<file path="src/rtl/write_resp_channel_ctrl_pkg.sv">
// Shared types and constants for the write-response (B) routing block.
package write_resp_pkg;

  localparam int MASTERS_NUM = 2;
  localparam int ID_W        = $clog2(MASTERS_NUM);

  localparam logic [1:0] BRESP_OKAY   = 2'b00;
  localparam logic [1:0] BRESP_EXOKAY = 2'b01;
  localparam logic [1:0] BRESP_SLVERR = 2'b10;
  localparam logic [1:0] BRESP_DECERR = 2'b11;

  typedef logic [1:0]      bresp_t;
  typedef logic [ID_W-1:0] master_id_t;

  typedef enum logic {
    SLV_M00 = 1'b0,
    SLV_M01 = 1'b1
  } slave_sel_e;

endpackage

</file>
<file path="src/rtl/write_resp_channel_ctrl_if.sv">
// B-channel bundle between the two slave ports (M0x) and the two master ports (S0x).
interface write_resp_channel_ctrl_if;
  import write_resp_pkg::*;

  bresp_t M00_AXI_bresp;
  bresp_t M01_AXI_bresp;
  logic   M00_AXI_bvalid;
  logic   M01_AXI_bvalid;
  logic   M00_AXI_bready;
  logic   M01_AXI_bready;

  bresp_t S00_AXI_bresp;
  bresp_t S01_AXI_bresp;
  logic   S00_AXI_bvalid;
  logic   S01_AXI_bvalid;
  logic   S00_AXI_bready;
  logic   S01_AXI_bready;

  // master: the routing controller; slave: the surrounding slaves and masters.
  modport master (
    input  M00_AXI_bresp, M01_AXI_bresp, M00_AXI_bvalid, M01_AXI_bvalid,
    output M00_AXI_bready, M01_AXI_bready,
    output S00_AXI_bresp, S01_AXI_bresp, S00_AXI_bvalid, S01_AXI_bvalid,
    input  S00_AXI_bready, S01_AXI_bready
  );

  modport slave (
    output M00_AXI_bresp, M01_AXI_bresp, M00_AXI_bvalid, M01_AXI_bvalid,
    input  M00_AXI_bready, M01_AXI_bready,
    input  S00_AXI_bresp, S01_AXI_bresp, S00_AXI_bvalid, S01_AXI_bvalid,
    output S00_AXI_bready, S01_AXI_bready
  );
endinterface

</file>
<file path="src/rtl/write_resp_channel_ctrl_resp_id_fifo.sv">
// Per-slave ordering FIFO of issuing master IDs; push while full is accepted only
// when a pop frees the slot in the same cycle.
module resp_id_fifo #(
  parameter int WIDTH = 1,
  parameter int DEPTH = 4
) (
  input  logic             i_clk,
  input  logic             i_rst_n,
  input  logic             i_push,
  input  logic [WIDTH-1:0] i_data,
  input  logic             i_pop,
  output logic [WIDTH-1:0] o_head,
  output logic             o_full,
  output logic             o_empty
);
  localparam int PTR_W = $clog2(DEPTH);
  localparam int CNT_W = PTR_W + 1;

  logic [WIDTH-1:0] r_mem [DEPTH];
  logic [PTR_W-1:0] r_wr_ptr;
  logic [PTR_W-1:0] r_rd_ptr;
  logic [CNT_W-1:0] r_count;
  logic             w_do_push;
  logic             w_do_pop;

  assign o_full    = (r_count == CNT_W'(DEPTH));
  assign o_empty   = (r_count == '0);
  assign o_head    = r_mem[r_rd_ptr];
  assign w_do_pop  = i_pop && !o_empty;
  assign w_do_push = i_push && (!o_full || w_do_pop);

  // NOTE: storage has no reset; count and pointers alone define which entries are valid.
  always_ff @(posedge i_clk) begin
    if (w_do_push) r_mem[r_wr_ptr] <= i_data;
  end

  // NOTE: state registers use non-blocking assignment so every flop samples pre-edge values.
  always_ff @(posedge i_clk or negedge i_rst_n) begin
    if (!i_rst_n) begin
      r_wr_ptr <= '0;
      r_rd_ptr <= '0;
      r_count  <= '0;
    end else begin
      if (w_do_push) r_wr_ptr <= r_wr_ptr + PTR_W'(1);
      if (w_do_pop)  r_rd_ptr <= r_rd_ptr + PTR_W'(1);
      case ({w_do_push, w_do_pop})
        2'b10:   r_count <= r_count + CNT_W'(1);
        2'b01:   r_count <= r_count - CNT_W'(1);
        default: r_count <= r_count;
      endcase
    end
  end

endmodule

</file>
<file path="src/rtl/write_resp_channel_ctrl.sv">
// Routes B responses from slaves M00/M01 back to the issuing master S00/S01 in AW order.
// Optional macro WRITE_RESP_ORPHAN_DROP_EN: accept and drop responses that have no pending AW.
module write_resp_channel_ctrl
  import write_resp_pkg::*;
#(
  parameter int Masters_Num     = 2,
  parameter int Num_Of_Slaves   = 2,
  parameter int Slaves_ID_Size  = $clog2(Masters_Num),
  parameter int Outstanding_Max = 4
) (
  input  logic                      ACLK,
  input  logic                      ARESETN,
  input  logic                      AW_Push,
  input  logic [Slaves_ID_Size-1:0] AW_Master_ID,
  input  logic                      AW_Slave_Sel,
  output logic [Num_Of_Slaves-1:0]  Queue_Is_Full,
  output logic                      Orphan_Resp_Err,
  write_resp_channel_ctrl_if.master bus
);

  logic                      w_bvalid    [Num_Of_Slaves];
  bresp_t                    w_bresp     [Num_Of_Slaves];
  logic [Slaves_ID_Size-1:0] w_head      [Num_Of_Slaves];
  logic                      w_empty     [Num_Of_Slaves];
  logic                      w_full      [Num_Of_Slaves];
  logic                      w_push      [Num_Of_Slaves];
  logic                      w_pop       [Num_Of_Slaves];
  logic                      w_bready    [Num_Of_Slaves];

  logic                      w_sready    [Masters_Num];
  logic [Num_Of_Slaves-1:0]  w_cand      [Masters_Num];
  logic                      w_free      [Masters_Num];
  logic                      w_grant_vld [Masters_Num];
  slave_sel_e                w_grant_sel [Masters_Num];
  slave_sel_e                r_rr        [Masters_Num];
  logic                      r_valid     [Masters_Num];
  bresp_t                    r_bresp     [Masters_Num];

  assign w_bvalid[0] = bus.M00_AXI_bvalid;
  assign w_bvalid[1] = bus.M01_AXI_bvalid;
  assign w_bresp[0]  = bus.M00_AXI_bresp;
  assign w_bresp[1]  = bus.M01_AXI_bresp;
  assign w_sready[0] = bus.S00_AXI_bready;
  assign w_sready[1] = bus.S01_AXI_bready;

  for (genvar s = 0; s < Num_Of_Slaves; s++) begin : g_fifo
    assign w_push[s]        = AW_Push && (AW_Slave_Sel == 1'(s));
    assign Queue_Is_Full[s] = w_full[s];

    resp_id_fifo #(
      .WIDTH (Slaves_ID_Size),
      .DEPTH (Outstanding_Max)
    ) u_fifo (
      .i_clk   (ACLK),
      .i_rst_n (ARESETN),
      .i_push  (w_push[s]),
      .i_data  (AW_Master_ID),
      .i_pop   (w_pop[s]),
      .o_head  (w_head[s]),
      .o_full  (w_full[s]),
      .o_empty (w_empty[s])
    );
  end

  // A slave's head ID names exactly one master, so the per-master grants never collide on a slave.
  always_comb begin
    // NOTE: defaults first so no path through this block leaves a signal unassigned (no latches).
    for (int m = 0; m < Masters_Num; m++) begin
      w_free[m]      = !r_valid[m] || w_sready[m];
      w_grant_vld[m] = 1'b0;
      w_grant_sel[m] = SLV_M00;
      for (int s = 0; s < Num_Of_Slaves; s++) begin
        w_cand[m][s] = w_bvalid[s] && !w_empty[s] && (w_head[s] == Slaves_ID_Size'(m));
      end
      if (w_free[m]) begin
        if (&w_cand[m]) begin
          w_grant_vld[m] = 1'b1;
          w_grant_sel[m] = r_rr[m];
        end else if (w_cand[m][0]) begin
          w_grant_vld[m] = 1'b1;
          w_grant_sel[m] = SLV_M00;
        end else if (w_cand[m][1]) begin
          w_grant_vld[m] = 1'b1;
          w_grant_sel[m] = SLV_M01;
        end
      end
    end
    for (int s = 0; s < Num_Of_Slaves; s++) begin
      w_pop[s] = 1'b0;
      for (int m = 0; m < Masters_Num; m++) begin
        if (w_grant_vld[m] && (w_grant_sel[m] == slave_sel_e'(s))) w_pop[s] = 1'b1;
      end
    end
  end

`ifdef WRITE_RESP_ORPHAN_DROP_EN
  logic w_orphan [Num_Of_Slaves];
  logic r_orphan;

  always_comb begin
    for (int s = 0; s < Num_Of_Slaves; s++) begin
      w_orphan[s] = w_bvalid[s] && w_empty[s];
      w_bready[s] = w_pop[s] || w_orphan[s];
    end
  end

  always_ff @(posedge ACLK or negedge ARESETN) begin
    if (!ARESETN) begin
      r_orphan <= 1'b0;
    end else if (w_orphan[0] || w_orphan[1]) begin
      r_orphan <= 1'b1;
    end
  end

  assign Orphan_Resp_Err = r_orphan;
`else
  always_comb begin
    for (int s = 0; s < Num_Of_Slaves; s++) begin
      w_bready[s] = w_pop[s];
    end
  end

  assign Orphan_Resp_Err = 1'b0;
`endif

  always_ff @(posedge ACLK or negedge ARESETN) begin
    if (!ARESETN) begin
      for (int m = 0; m < Masters_Num; m++) begin
        r_valid[m] <= 1'b0;
        r_bresp[m] <= BRESP_OKAY;
        r_rr[m]    <= SLV_M00;
      end
    end else begin
      for (int m = 0; m < Masters_Num; m++) begin
        if (w_grant_vld[m]) begin
          r_valid[m] <= 1'b1;
          r_bresp[m] <= w_bresp[w_grant_sel[m]];
        end else if (w_sready[m]) begin
          r_valid[m] <= 1'b0;
        end
        // Pointer only advances when both slaves competed for this master.
        if (w_grant_vld[m] && (&w_cand[m])) begin
          r_rr[m] <= (w_grant_sel[m] == SLV_M00) ? SLV_M01 : SLV_M00;
        end
      end
    end
  end

  assign bus.M00_AXI_bready = w_bready[0];
  assign bus.M01_AXI_bready = w_bready[1];
  assign bus.S00_AXI_bvalid = r_valid[0];
  assign bus.S01_AXI_bvalid = r_valid[1];
  assign bus.S00_AXI_bresp  = r_bresp[0];
  assign bus.S01_AXI_bresp  = r_bresp[1];

endmodule

</file>
<file path="src/flat_wrapper.sv">
// flat-port wrapper written by rule: the top's interface ports become plain ports
module write_resp_channel_ctrl_flat import write_resp_pkg::*;
#(
  parameter int Masters_Num     = 2,
  parameter int Num_Of_Slaves   = 2,
  parameter int Slaves_ID_Size  = $clog2(Masters_Num),
  parameter int Outstanding_Max = 4
)
  (ACLK, ARESETN, AW_Push, AW_Master_ID, AW_Slave_Sel, Queue_Is_Full, Orphan_Resp_Err, bus_M00_AXI_bresp, bus_M01_AXI_bresp, bus_M00_AXI_bvalid, bus_M01_AXI_bvalid, bus_M00_AXI_bready, bus_M01_AXI_bready, bus_S00_AXI_bresp, bus_S01_AXI_bresp, bus_S00_AXI_bvalid, bus_S01_AXI_bvalid, bus_S00_AXI_bready, bus_S01_AXI_bready);
  write_resp_channel_ctrl_if bus_i ();
  input  logic ACLK;
  input  logic ARESETN;
  input  logic AW_Push;
  input  logic [Slaves_ID_Size-1:0] AW_Master_ID;
  input  logic AW_Slave_Sel;
  output logic [Num_Of_Slaves-1:0] Queue_Is_Full;
  output logic Orphan_Resp_Err;
  input wire logic [$bits(bus_i.M00_AXI_bresp)-1:0] bus_M00_AXI_bresp;
  input wire logic [$bits(bus_i.M01_AXI_bresp)-1:0] bus_M01_AXI_bresp;
  input wire logic [$bits(bus_i.M00_AXI_bvalid)-1:0] bus_M00_AXI_bvalid;
  input wire logic [$bits(bus_i.M01_AXI_bvalid)-1:0] bus_M01_AXI_bvalid;
  output wire logic [$bits(bus_i.M00_AXI_bready)-1:0] bus_M00_AXI_bready;
  output wire logic [$bits(bus_i.M01_AXI_bready)-1:0] bus_M01_AXI_bready;
  output wire logic [$bits(bus_i.S00_AXI_bresp)-1:0] bus_S00_AXI_bresp;
  output wire logic [$bits(bus_i.S01_AXI_bresp)-1:0] bus_S01_AXI_bresp;
  output wire logic [$bits(bus_i.S00_AXI_bvalid)-1:0] bus_S00_AXI_bvalid;
  output wire logic [$bits(bus_i.S01_AXI_bvalid)-1:0] bus_S01_AXI_bvalid;
  input wire logic [$bits(bus_i.S00_AXI_bready)-1:0] bus_S00_AXI_bready;
  input wire logic [$bits(bus_i.S01_AXI_bready)-1:0] bus_S01_AXI_bready;
  assign bus_i.M00_AXI_bresp = bus_M00_AXI_bresp;
  assign bus_i.M01_AXI_bresp = bus_M01_AXI_bresp;
  assign bus_i.M00_AXI_bvalid = bus_M00_AXI_bvalid;
  assign bus_i.M01_AXI_bvalid = bus_M01_AXI_bvalid;
  assign bus_M00_AXI_bready = bus_i.M00_AXI_bready;
  assign bus_M01_AXI_bready = bus_i.M01_AXI_bready;
  assign bus_S00_AXI_bresp = bus_i.S00_AXI_bresp;
  assign bus_S01_AXI_bresp = bus_i.S01_AXI_bresp;
  assign bus_S00_AXI_bvalid = bus_i.S00_AXI_bvalid;
  assign bus_S01_AXI_bvalid = bus_i.S01_AXI_bvalid;
  assign bus_i.S00_AXI_bready = bus_S00_AXI_bready;
  assign bus_i.S01_AXI_bready = bus_S01_AXI_bready;
  write_resp_channel_ctrl #(.Masters_Num(Masters_Num), .Num_Of_Slaves(Num_Of_Slaves), .Slaves_ID_Size(Slaves_ID_Size), .Outstanding_Max(Outstanding_Max)) u_core (.ACLK(ACLK), .ARESETN(ARESETN), .AW_Push(AW_Push), .AW_Master_ID(AW_Master_ID), .AW_Slave_Sel(AW_Slave_Sel), .Queue_Is_Full(Queue_Is_Full), .Orphan_Resp_Err(Orphan_Resp_Err), .bus(bus_i));
endmodule
</file>
<file path="config.mk">
export PLATFORM = sky130hd
export DESIGN_NAME = write_resp_channel_ctrl_flat
export DESIGN_NICKNAME = d
export VERILOG_FILES = /design/src/rtl/write_resp_channel_ctrl_pkg.sv /design/src/rtl/write_resp_channel_ctrl_if.sv /design/src/rtl/write_resp_channel_ctrl_resp_id_fifo.sv /design/src/rtl/write_resp_channel_ctrl.sv /design/src/flat_wrapper.sv
export SDC_FILE = /design/constraint.sdc
export NUM_CORES = 1
export LEC_CHECK = 0
export BUFFER_PORTS_ARGS = -buffer_cell sky130_fd_sc_hd__buf_4
export CAP_MARGIN = 0
export CORE_ASPECT_RATIO = 0.75
export CORE_MARGIN = 2
export CORE_UTILIZATION = 46
export DETAILED_ROUTE_END_ITERATION = 16
export GPL_TIMING_DRIVEN = 1
export PLACE_DENSITY = 0.66
export SLEW_MARGIN = 20
export SYNTH_ARGS = -nofsm -noshare
export SYNTH_HDL_FRONTEND = slang
export SYNTH_SLANG_ARGS = --single-unit
export TNS_END_PERCENT = 1
</file>
<file path="constraint.sdc">
create_clock -name ACLK -period 7.7 [get_ports ACLK]
set_input_delay 0 -clock ACLK [delete_from_list [all_inputs] [get_ports ACLK]]
set_output_delay 0 -clock ACLK [all_outputs]
set_load 0.01 [all_outputs]
</file>
Yosys cells after proc, flatten, opt, wreduce, memory -nomap -nowiden

Memory sizes are Yosys's and may differ from the RTL's.
Index checks and enable logic that the tools add are counted.

$add $sub $neg: 8
Magnitude comparators: 2
Eq/ne operators: 6
Muxes and demuxes: 36
Bitwise logic cells: 7
Reduce and logical (&&, ||, !) cells: 36

Operators with widths:

| cell                | number |
|---|---|
| $mux 1              | 28 |
| $logic_and 1x1->1   | 18 |
| $mux 2              | 6 |
| $pmux 3 s2          | 2 |
| $add 2x1->2 const B | 4 |
| $reduce_bool 2->1   | 4 |
| $add 3x1->3 const B | 2 |
| $eq 3x3->1 const B  | 2 |
| $logic_not 1->1     | 6 |
| $logic_not 3->1     | 2 |
| $sub 3x1->3 const B | 2 |
| $not 1->1           | 5 |
| $eq 2x1->1 const B  | 2 |
| $eq 2x2->1 const B  | 2 |
| $ge 2x2->1 const B  | 2 |
| $logic_or 1x1->1    | 4 |
| $not 1->2           | 2 |
| $reduce_and 2->1    | 2 |

Register bits: 22
RAM bits: 8
Bits of input ports: 13
Output and inout port bits: 11
Logic and storage cells: 109
Memories kept: 2

Memory list:

| name                          | depth | bits a word | read ports | clocked after memory_dff | write ports | RTL line                                   | source |
|---|---|---|---|---|---|---|---|
| u_core.g_fifo[0].u_fifo.r_mem | 4     | 1           | 1          | 0                        | 1           | write_resp_channel_ctrl_resp_id_fifo.sv:19 | `logic [WIDTH-1:0] r_mem [DEPTH];` |
| u_core.g_fifo[1].u_fifo.r_mem | 4     | 1           | 1          | 0                        | 1           | write_resp_channel_ctrl_resp_id_fifo.sv:19 |  |

Logic depth before layout (Yosys ltp)

Gate-level depths: netlist of run 1.

Depth after elaboration: 17
Depth in mapped cells: 8
Gate-level depth less buffers: 8

Hierarchy

From an unflattened synthesis of run 1, not the netlist that was laid out.

Cell total of the unflattened synthesis: 161
Area total of the unflattened synthesis: 1,811.7 um^2

By module, submodules not included:

| module                                  | times used | cells each | area each (um^2) | seq. area each (um^2) |
|---|---|---|---|---|
| resp_id_fifo at u_core.g_fifo[1].u_fifo | 1          | 57         | 668.1            | 295.3 |
| resp_id_fifo at u_core.g_fifo[0].u_fifo | 1          | 51         | 640.6            | 295.3 |
| write_resp_channel_ctrl                 | 1          | 53         | 503.0            | 200.2 |

Least setup slack after synthesis of run 1

No wires, ideal clock.

Path type: register to register
From: reg u_core.g_fifo[0].u_fifo.r_rd_ptr[0]
To: reg u_core.g_fifo[0].u_fifo.r_count[2]
Setup time: 0.079 ns
Arrival: 2.828 ns
Required time: 7.621 ns
Setup slack: 4.793 ns
Cell stages (with the launch flop): 9
Path buffers: 0
Clock period less this slack: 2.907 ns
Cells stage by stage: dfrtp_1 -> mux4_2 -> or3_4 -> o22ai_4 -> nand2_1 -> fa_1 -> or3_1 -> mux2i_1 -> xor2_1

Word-level cells in the longest chain between the ends: 15
Elaborated cells between the ends (all ways): 31
Classes of those cells: eq/ne: 2; mux: 15; bitwise: 3; reduce/logical: 10; memory: 1

RTL lines:

| what                                                   | RTL line                                                     | source |
|---|---|---|
| start: declaration                                     | write_resp_channel_ctrl_resp_id_fifo.sv:21                   | `logic [PTR_W-1:0] r_rd_ptr;` |
| start signal: assignment                               | write_resp_channel_ctrl_resp_id_fifo.sv:45                   | `if (w_do_pop) r_rd_ptr <= r_rd_ptr + PTR_W'(1);` |
| $mem_v2 4x1 (*)                                        | n/a                                                          |  |
| $not 1->1                                              | write_resp_channel_ctrl.sv:73                                | `w_cand[m][s] = w_bvalid[s] && !w_empty[s] && (w_head[s] == Slaves_ID_Size'(m));` |
| $logic_and 1x1->1                                      | write_resp_channel_ctrl.sv:73                                |  |
| $mux 1 / $reduce_and 2->1 (equally long branches)      | write_resp_channel_ctrl.sv:79, write_resp_channel_ctrl.sv:76 |  |
| $mux 1                                                 | write_resp_channel_ctrl.sv:76                                | `if (&w_cand[m]) begin` |
| $mux 1                                                 | write_resp_channel_ctrl.sv:75                                | `if (w_free[m]) begin` |
| $not 1->1                                              | write_resp_channel_ctrl.sv:91                                | `if (w_grant_vld[m] && (w_grant_sel[m] == slave_sel_e'(s))) w_pop[s] = 1'b1;` |
| $logic_and 1x1->1                                      | write_resp_channel_ctrl.sv:91                                |  |
| $mux 1                                                 | write_resp_channel_ctrl.sv:91                                |  |
| $mux 1 (*)                                             | write_resp_channel_ctrl.sv:91                                |  |
| net bus_M00_AXI_bready                                 | flat_wrapper.sv:22                                           | `output wire logic [$bits(bus_i.M00_AXI_bready)-1:0] bus_M00_AXI_bready;` |
| $logic_and 1x1->1 (*)                                  | write_resp_channel_ctrl_resp_id_fifo.sv:29                   | `assign w_do_pop = i_pop && !o_empty;` |
| $logic_or 1x1->1                                       | write_resp_channel_ctrl_resp_id_fifo.sv:30                   | `assign w_do_push = i_push && (!o_full \|\| w_do_pop);` |
| $logic_and 1x1->1                                      | write_resp_channel_ctrl_resp_id_fifo.sv:30                   |  |
| $eq 2x1->1 / $eq 2x2->1 (equally long branches)        | write_resp_channel_ctrl_resp_id_fifo.sv:46                   | `case ({w_do_push, w_do_pop})` |
| $pmux 3 s2 / $reduce_bool 2->1 (equally long branches) | n/a                                                          |  |
| end signal: assignment                                 | write_resp_channel_ctrl_resp_id_fifo.sv:47                   | `2'b10: r_count <= r_count + CNT_W'(1);` |
| end signal: assignment                                 | write_resp_channel_ctrl_resp_id_fifo.sv:48                   | `2'b01: r_count <= r_count - CNT_W'(1);` |
| end signal: assignment                                 | write_resp_channel_ctrl_resp_id_fifo.sv:49                   | `default: r_count <= r_count;` |
| end: declaration                                       | write_resp_channel_ctrl_resp_id_fifo.sv:22                   | `logic [CNT_W-1:0] r_count;` |

The timed path passes the listed nets; every way through them passes the cells marked *.
A chain may end at the register's enable or synchronous reset.

Final worst setup path of run 1

From: reg u_core.g_fifo[0].u_fifo.r_rd_ptr[0]
To: reg u_core.g_fifo[0].u_fifo.r_count[2]

Word-level cells in the longest chain between the ends: 15
Elaborated cells between the ends (all ways): 31
Classes of those cells: eq/ne: 2; mux: 15; bitwise: 3; reduce/logical: 10; memory: 1

RTL lines:

| what                                                   | RTL line |
|---|---|
| $mem_v2 4x1 (*)                                        | n/a |
| $not 1->1                                              | write_resp_channel_ctrl.sv:73 |
| $logic_and 1x1->1                                      | write_resp_channel_ctrl.sv:73 |
| $mux 1 / $reduce_and 2->1 (equally long branches)      | write_resp_channel_ctrl.sv:79, write_resp_channel_ctrl.sv:76 |
| $mux 1                                                 | write_resp_channel_ctrl.sv:76 |
| $mux 1                                                 | write_resp_channel_ctrl.sv:75 |
| $not 1->1                                              | write_resp_channel_ctrl.sv:91 |
| $logic_and 1x1->1                                      | write_resp_channel_ctrl.sv:91 |
| $mux 1                                                 | write_resp_channel_ctrl.sv:91 |
| $mux 1 (*)                                             | write_resp_channel_ctrl.sv:91 |
| $logic_and 1x1->1 (*)                                  | write_resp_channel_ctrl_resp_id_fifo.sv:29 |
| $logic_or 1x1->1                                       | write_resp_channel_ctrl_resp_id_fifo.sv:30 |
| $logic_and 1x1->1                                      | write_resp_channel_ctrl_resp_id_fifo.sv:30 |
| $eq 2x1->1 / $eq 2x2->1 (equally long branches)        | write_resp_channel_ctrl_resp_id_fifo.sv:46 |
| $pmux 3 s2 / $reduce_bool 2->1 (equally long branches) | n/a |

Mark *: on every way between the ends. The rest lies on a longest branch, timed or not.

==> metrics.yaml, run 1 <==
rows: 18
ff2ff_path_depth: 8
final_cell_area_sq_um: 1962
routedWlPerCell_microns: 14.35
die_width_microns: 73.51
worstHoldPathCells: 3
start_util_pct: 49.33
maxSlewViolCount: 0
critPathMaxStageDelay_ps: 590
rsz0062_at_grt: "false"
post_cts_buffers: 0
yosysTopAreaCell: "dfrtp_1"
num_io_pins: 24
grt_pass1_vias: 1128
vias_per_cell: 5.288
crit_type: "reg2reg"
hpwl_microns: 2367
reg2reg_to: "u_core.g_fifo[0].u_fifo.r_count[2]$_DFFE_PN0P_"
p_leak_nw: 0.9132
drive_above_1_share_pct: 22.29
syn_avg_cell_area_sq_um: 11.42
cts.reportedPaths.clkPinSlew_ps: 60
status: "complete, no violations"
cts_resized: 0
hp-start: "bus_M00_AXI_bresp[0]"
setup_viol: 0
grtUsageMet3_pct: 7.428
grt_start_max_net_pins: 23
grt_use_total_pct: 16.89
cts_buffer_depth: 2
critPathLaunchType: "flip-flop"
grt_use_met1_pct: 22.56
cp-end-kind: "flip-flop"
core_sq_um: 3378
diodes: 0
power_density_nw_per_um2: 382.7
maxCapViolCount: 0
yosys.cell_types.count: 32
required_ps: 7900
synth_area_sq_um: 1667
crit_fanout: 6
cts_buffers: 5
die_h_microns: 56.13
hold_class: "in2reg"
critPathArrivalTime_ps: 3240
whs_endpoint: "u_core.bus.S00_AXI_bresp[0]$_DFFE_PN0P_"
layout_common_cells: "buf_4 (22), dfrtp_1 (22), inv_1 (11), and3_1 (11), nand2_1 (11)"
syn2layout_area_growth_pct: 17.72
cts_root_buffer: "clkbuf_8"
nNetsFinal: 197
grt.busiest_layer: "met2"
worstMarginPinSlew_ps: 581.1
io_buffer_count: 22
finalClockSkew_ps: 5.931
min_period_ps: 3035
cts_sinks: 30
synth_top_area_share_pct: 33.03
yosysSeqAreaShare_pct: 47.45
cp_slowest_cell: "mux4_2"
slew_headroom_pct: 61.18
antenna_found_initial: 0
cts_max_level: 2
peakVddDrop_uv: 212.7
period_share_pct: 39.41
synth_seq_cells: 30
vias: 1137
drc: 0
setup-tns-final_ps: 0
ys.warnings.count: 0
grt_use_met2_pct: 23.85
die_area_sq_um: 4125
first_pass_iters: 4
gp_congestion: 0.7711
path_cells: "mux4_2 -> or3_4 -> o22ai_4 -> nand2_1 -> fa_1 -> or3_1 -> mux2i_1 -> xor2_1"
hold_buffers: 2
drt_iter0_markers: 24
routed_wl_microns: 3085
overflow: 0
synthTopCellsByArea: "dfrtp_1 (33%), edfxtp_1 (14%), ha_1 (6.0%), mux2i_1 (5.4%), xnor2_1 (4.2%)"
fillCellCount: 295
hold_violations: 0
r2r_slack_ps: 4670
drtAntennaViolNets: 0
synthCells: 146
r2r_start: "u_core.g_fifo[0].u_fifo.r_rd_ptr[0]$_DFFE_PN0P_"
place_area_sq_um: 1859
synth_nets: 169
fmax_ghz: 0.3295
grt_pass1_wl_microns: 5161
cts_tree: "yes"
clk_latency_ps: 280
-- sequential cells by signal, indices dropped and copies added, names as in the netlist --
signal,flops
u_core.bus.S00_AXI_bresp,2
u_core.bus.S00_AXI_bvalid,1
u_core.bus.S01_AXI_bresp,2
u_core.bus.S01_AXI_bvalid,1
u_core.g_fifo.u_fifo.r_count,6
u_core.g_fifo.u_fifo.r_mem,8
u_core.g_fifo.u_fifo.r_rd_ptr,4
u_core.g_fifo.u_fifo.r_wr_ptr,4
u_core.r_rr,2
-- critical path: cells and delay by family (launching register included) --
kind / cells / cell delay [ps]
muxes: 2 / 750
and+or+nand+nor: 3 / 940
xor gates and xnor gates: 1 / 160
adders and majority gates: 1 / 450
AOI/OAI and AO/OA: 1 / 260
DFF: 1 / 390
-- how the worst max path moves through the flow --
stage,from,endpoint,slack [ps],cells past startpoint
finish,u_core.g_fifo[0].u_fifo.r_rd_ptr[0]$_DFFE_PN0P_,u_core.g_fifo[0].u_fifo.r_count[2]$_DFFE_PN0P_,4670,8
global route,u_core.g_fifo[0].u_fifo.r_rd_ptr[0]$_DFFE_PN0P_,u_core.g_fifo[0].u_fifo.r_count[2]$_DFFE_PN0P_,4510,8
CTS,u_core.g_fifo[0].u_fifo.r_rd_ptr[0]$_DFFE_PN0P_,u_core.g_fifo[0].u_fifo.r_count[2]$_DFFE_PN0P_,4660,8
detailed placement,u_core.g_fifo[0].u_fifo.r_rd_ptr[0]$_DFFE_PN0P_,u_core.g_fifo[0].u_fifo.r_count[2]$_DFFE_PN0P_,4680,8
global placement,u_core.g_fifo[0].u_fifo.r_rd_ptr[0]$_DFFE_PN0P_,u_core.g_fifo[0].u_fifo.r_count[2]$_DFFE_PN0P_,4780,8
floorplan,u_core.g_fifo[0].u_fifo.r_rd_ptr[0]$_DFFE_PN0P_,u_core.g_fifo[0].u_fifo.r_count[2]$_DFFE_PN0P_,4790,8
-- area by class of cell --
cell class                 count  area (sq um)  share of cell area [%]
timing repair buffer          24         185.2                   9.439
clock buffer                   6         72.57                   3.699
inverter                      11         41.29                   2.105
sequential                    30         790.8                   40.31
clock inverter                 2         10.01                  0.5102
multi-input combinational    102         812.0                   41.39
tap                           40         50.05                   2.551
-- power by group --
group	switching (mW)	internal (mW)	total, mW	leakage (nW)
sequential	0.0491	0.231	0.280	0.330
clock	0.0571	0.0624	0.119	0.0450
combinational	0.184	0.167	0.351	0.538
-- cells in the mapped netlist --
cell type and n:
a21boi_0 1, a21oi_1 2, and2_1 2, and3_1 11, and3_2 1, buf_4 3, conb_1 1, dfrtp_1 22
edfxtp_1 8, fa_1 2, ha_1 8, inv_1 11, mux2_4 1, mux2i_1 9, mux4_2 2, nand2_1 11
nand2b_1 3, nand3_1 6, nor2_1 8, nor2b_1 1, nor3_2 1, nor3b_1 1, o21ai_0 5, o221ai_1 2
o22ai_4 2, o31a_1 2, o31ai_1 2, or2_2 1, or3_1 3, or3_4 2, xnor2_1 8, xor2_1 4
-- per-layer routing --
metal | vias up | part of all wire (%)
li1 | 566 | -
met1 | 547 | 48
met2 | 20 | 47
met3 | 4 | 3.8
met4 | 0 | 1.1
met5 | - | 0
-- logic make-up (layout without fill, tap and decap cells) --
logic type               Yosys count  after routing  synth area share (%)
AND/OR/NAND/NOR                   51             51                 16.82
flip-flops                        30             30                 47.45
buffers and inverters             14             43                 3.829
multiplexers                      12             12                 9.009
XOR/XNOR                          12             12                 6.306
other                              1              1                0.2250
AO/OA/AOI/OAI                     16             16                 7.958
adder cells (fa/ha/maj)           10             10                 8.409
-- metrics by stage --
stage / utilization [%] / hold WS (ps) / std cells / setup WS [ps] / total power [mW]
2_1_floorplan: - / -295.6 / 146 / 4793 / 0.5313
3_3_place_gp: 55.04 / -90.12 / 205 / 4776 / 0.6139
3_5_place_dp: 55.04 / -86.85 / 205 / 4681 / 0.6350
4_1_cts: 58.07 / 7.209 / 215 / 4660 / 0.7593
5_1_grt: 58.07 / 25.92 / 215 / 4512 / 0.8133
6_report: 58.07 / 10.00 / 215 / 4665 / 0.7508
Power figures use the tool's default switching activity.
==> run 2: changes to the inputs <==
Clock period 7.7 ns to 3.1 ns, I/O delays scaled along.
==> metrics.yaml, run 2 (synthesized netlist as in run 1, its figures left out) <==
status: "complete, no violations"
r2r_start: "u_core.g_fifo[0].u_fifo.r_rd_ptr[0]$_DFFE_PN0P_"
hpwl_microns: 2406
min_period_ps: 2900
nNetsFinal: 199
cts_sinks: 30
power_density_nw_per_um2: 960.4
setup_viol: 0
crit_type: "reg2reg"
switching_share_pct: 38.48
period_share_pct: 93.55
drive_above_1_share_pct: 22.03
ff2ff_path_depth: 8
rsz0062_at_grt: "false"
cp-end-kind: "flip-flop"
clk_latency_ps: 280
cts_buffers: 5
routedWlPerCell_microns: 14.54
diodes: 0
internal-power_mw: 1.167
r2r_slack_ps: 200
cts_root_buffer: "clkbuf_8"
maxCapViolCount: 0
maxSlewViolCount: 0
peakVddDrop_uv: 469.4
setup-tns-final_ps: 0
largest_register_ffs: 8
io_buffer_count: 22
hp-start: "bus_M00_AXI_bresp[1]"
place_ws_ps: 192.3
cts_tree: "yes"
clkPwrFrac_pct: 15.7
hold_violations: 0
reg2reg_to: "u_core.g_fifo[0].u_fifo.r_count[2]$_DFFE_PN0P_"
p_leak_nw: 0.9180
max_flop_register: "u_core.g_fifo.u_fifo.r_mem"
vias_per_cell: 5.378
reg_top3: "u_core.g_fifo.u_fifo.r_mem: 8 flops, u_core.g_fifo.u_fifo.r_count: 6 flops"
slew_headroom_pct: 65.19
power_switching_mw: 0.7297
timing.final.ws_setup_ps: 199.9
grt_pass1_wl_microns: 5368
multi_input_area_sq_um: 812.0
finalClockSkew_ps: 1.916
cts_buffer_depth: 2
rows: 18
routed_wl_microns: 3155
drc: 0
final_common_cell: "buf_4"
post_cts_buffers: 0
cts.reportedPaths.clkPinSlew_ps: 60
die_width_microns: 73.51
layout_common_cells: "buf_4 (24), dfrtp_1 (22), inv_1 (11), and3_1 (11), nand2_1 (11)"
fillCellCount: 295
fmax_ghz: 0.3448
hold_class: "in2reg"
grt_pass1_vias: 1176
num_io_pins: 24
syn2layout_area_growth_pct: 18.47
pwr-share-seq_pct: 36.9
startpoint: "u_core.g_fifo[0].u_fifo.r_rd_ptr[0]$_DFFE_PN0P_"
critPathArrivalTime_ps: 3110
grt_start_max_net_pins: 23
cts_max_level: 2
vias: 1167
gp_congestion: 0.7718
drt_iter0_markers: 25
critPathLaunchType: "flip-flop"
overflow: 0
worstMarginPinSlew_ps: 517.8
start_util_pct: 49.33
whs_endpoint: "u_core.bus.S00_AXI_bresp[1]$_DFFE_PN0P_"
cts_resized: 0
grt_use_total_pct: 17.39
antenna_found_initial: 0
crit_fanout: 6
core_sq_um: 3378
die_h_microns: 56.13
worstHoldPathCells: 3
pwr-share-comb_pct: 47.4
first_pass_iters: 4
regArea_sq_um: 790.8
required_ps: 3310
hold_buffers: 2
die_area_sq_um: 4125
drtAntennaViolNets: 0
==> run 2: cell types whose count changed in the layout (fill, tap and decap cells not counted) <==
| cell | change |
|---|---|
| clkbuf_1 | +2 |
| clkinv_2 | -2 |
| buf_4 | +2 |
==> run 2: worst max path at each step <==
stage          slack (ps)  depth (start not counted)                                             end
6_report              200                          8  u_core.g_fifo[0].u_fifo.r_count[2]$_DFFE_PN0P_
5_1_grt                40                          8  u_core.g_fifo[0].u_fifo.r_count[2]$_DFFE_PN0P_
4_1_cts               170                          8  u_core.g_fifo[0].u_fifo.r_count[2]$_DFFE_PN0P_
3_5_place_dp          190                          8  u_core.g_fifo[0].u_fifo.r_count[2]$_DFFE_PN0P_
3_3_place_gp          280                          8  u_core.g_fifo[0].u_fifo.r_count[2]$_DFFE_PN0P_
2_1_floorplan         190                          8  u_core.g_fifo[0].u_fifo.r_count[2]$_DFFE_PN0P_
==> run 2: layout make-up <==
class                      count  area share (%)
clock buffer                   8           4.056
multi-input combinational    102           41.13
sequential                    30           40.05
timing repair buffer          26           10.14
inverter                      11           2.091
tap                           40           2.535
==> run 2: routing by layer <==
metal | GRT usage (%) | wire length (microns)
met5 | 0 | 0
met4 | 7.792 | 67
met2 | 27.04 | 1504
met3 | 4.891 | 136
met1 | 22.34 | 1447
==> run 2: per-stage QoR <==
step | total power, mW | hold WS [ps] | utilization, % | cells | cell area (sq um)
finish | 1.896 | 30.84 | 58.44 | 217 | 1974
global route | 2.061 | 37.39 | 58.44 | 217 | 1974
CTS | 1.917 | 30.10 | 58.44 | 217 | 1974
detailed placement | 1.606 | -87.52 | 55.48 | 207 | 1874
global placement | 1.549 | -93.62 | 55.48 | 207 | 1874
floorplan | 1.320 | -295.6 | - | 146 | 1667
==> run 2: critical path, stage by stage, from the launching register on <==
cell and delay [ps]:
dfrtp_1 410, mux4_2 600, or3_4 430, o22ai_4 150, nand2_1 100, fa_1 440, or3_1 380, mux2i_1 170
xor2_1 150
==> run 2: power by group through the flow <==
stage,clock (mW),combinational [mW],sequential [mW]
final,0.298,0.899,0.699
after global routing,0.325,1.01,0.725
after CTS,0.306,0.910,0.700
after detailed placement,0,0.899,0.707
after global placement,0,0.852,0.697
after floorplan,0,0.623,0.697
==> run 3: changes to the inputs <==
Settings changed: CORE_MARGIN 2 to default.
==> metrics.yaml, run 3 (synthesized netlist as in run 1, its figures left out) <==
status: "complete, no violations"
crit_family: "simple AND/OR/NAND/NOR gates"
fillCellCount: 284
hold_violations: 0
critPathLaunchType: "flip-flop"
maxSlewViolCount: 0
antenna_found_initial: 0
drc: 0
rsz0062_at_grt: "false"
nNetsFinal: 199
finalClockSkew_ps: 4.822
vias: 1162
drt_iter0_markers: 27
io_buffer_count: 22
period_share_pct: 93.57
start_util_pct: 49.33
cts_buffers: 5
hold_class: "in2reg"
slew_headroom_pct: 64.10
die_h_microns: 54.13
cts_root_buffer: "clkbuf_8"
cp_slowest_cell: "mux4_2"
syn2layout_area_growth_pct: 18.47
required_ps: 3300
cts_buffer_depth: 2
worstHoldPathCells: 3
setup-tns-final_ps: 0
cp-end-kind: "flip-flop"
ff2ff_path_depth: 8
max_flop_register: "u_core.g_fifo.u_fifo.r_mem"
power_density_nw_per_um2: 954.3
path_cells: "mux4_2 -> or3_4 -> o22ai_4 -> nand2_1 -> fa_1 -> or3_1 -> mux2i_1 -> xor2_1"
crit_fanout: 6
final_core_util_pct: 58.44
hpwl_microns: 2320
crit_type: "reg2reg"
grt_pass1_vias: 1138
cts_resized: 0
layout_common_cells: "buf_4 (24), dfrtp_1 (22), inv_1 (11), and3_1 (11), nand2_1 (11)"
min_period_ps: 2901
num_io_pins: 24
vias_per_cell: 5.355
final_common_cell: "buf_4"
cts.reportedPaths.clkPinSlew_ps: 60
die_width_microns: 71.51
worstMarginPinSlew_ps: 537.3
hold_buffers: 2
rows: 18
timing.final.ws_setup_ps: 199.2
routed_wl_microns: 3055
reg_top3: "u_core.g_fifo.u_fifo.r_mem: 8 flops, u_core.g_fifo.u_fifo.r_count: 6 flops"
grt_start_max_net_pins: 23
setup_viol: 0
grt_use_met1_pct: 22.22
grt_use_total_pct: 18.34
maxCapViolCount: 0
gp_congestion: 0.7472
routedWlPerCell_microns: 14.08
cts_sinks: 30
diodes: 0
whs_ps: 33.21
fmax_ghz: 0.3447
cts_tree: "yes"
grt_use_met2_pct: 31.27
drtAntennaViolNets: 0
p_leak_nw: 0.9180
largest_register_ffs: 8
cts_max_level: 2
first_pass_iters: 4
die_area_sq_um: 3870
place_ws_ps: 202.8
grtUsageMet3_pct: 5.243
post_cts_buffers: 0
peakVddDrop_uv: 419.9
critPathArrivalTime_ps: 3100
grt_pass1_wl_microns: 5140
critPathMaxStageDelay_ps: 580
core_sq_um: 3378
overflow: 0
drive_above_1_share_pct: 22.03
worst-path-stages: 8
worst-path-buf-inv: 0
grt.busiest_layer: "met2"
clk_latency_ps: 280
run 3: power by group:
| group | total [mW] | switching, mW | internal, mW |
|---|---|---|---|
| Sequential | 0.701 | 0.127 | 0.574 |
| Combinational | 0.888 | 0.456 | 0.432 |
| Clock | 0.296 | 0.137 | 0.159 |
| Total | 1.88 | 0.719 | 1.16 |
run 3: layout make-up:
cell class	instances	area (sq um)	share of cell area (%)
Clock buffer	8	80.08	4.056
Multi-Input combinational cell	102	812.0	41.13
Timing Repair Buffer	26	200.2	10.14
Tap cell	40	50.05	2.535
Sequential cell	30	790.8	40.05
Inverter	11	41.29	2.091
run 3: routing by layer:
layer / share of wire, % / wire [microns] / vias to the layer above
li1: - / - / 566
met1: 47 / 1440 / 568
met2: 47 / 1441 / 23
met3: 4.3 / 132 / 5
met4: 1.3 / 40 / 0
met5: 0 / 0 / -
run 3: worst paths after layout:
| kind | from | endpoint | slack (ps) |
|---|---|---|---|
| worst max-delay path | u_core.g_fifo[1].u_fifo.r_rd_ptr[0]$_DFFE_PN0P_ | u_core.g_fifo[1].u_fifo.r_count[2]$_DFFE_PN0P_ | 200 |
| worst min-delay path | bus_M00_AXI_bresp[1] | u_core.bus.S00_AXI_bresp[1]$_DFFE_PN0P_ | 30 |
| worst max register to register | u_core.g_fifo[1].u_fifo.r_rd_ptr[0]$_DFFE_PN0P_ | u_core.g_fifo[1].u_fifo.r_count[2]$_DFFE_PN0P_ | 200 |
| worst min register to register | u_core.bus.S00_AXI_bresp[0]$_DFFE_PN0P_ | u_core.bus.S00_AXI_bresp[0]$_DFFE_PN0P_ | 490 |
| max in group asynchronous | ARESETN | u_core.g_fifo[0].u_fifo.r_count[1]$_DFFE_PN0P_ | 2720 |
| min in group asynchronous | ARESETN | u_core.g_fifo[1].u_fifo.r_count[0]$_DFFE_PN0P_ | 150 |
run 3: worst min-delay path: cells and delay by family:
family                 cells  cell delay [ps]
AO/OA/AOI/OAI              1              130
multiplexers               1               50
buffers and inverters      1               80
run 3: through the flow:
step | cells | cell area [sq um] | power [mW]
2_1_floorplan | 146 | 1667 | 1.320
3_3_place_gp | 207 | 1874 | 1.547
3_5_place_dp | 207 | 1874 | 1.595
4_1_cts | 217 | 1974 | 1.899
5_1_grt | 217 | 1974 | 2.044
6_report | 217 | 1974 | 1.884
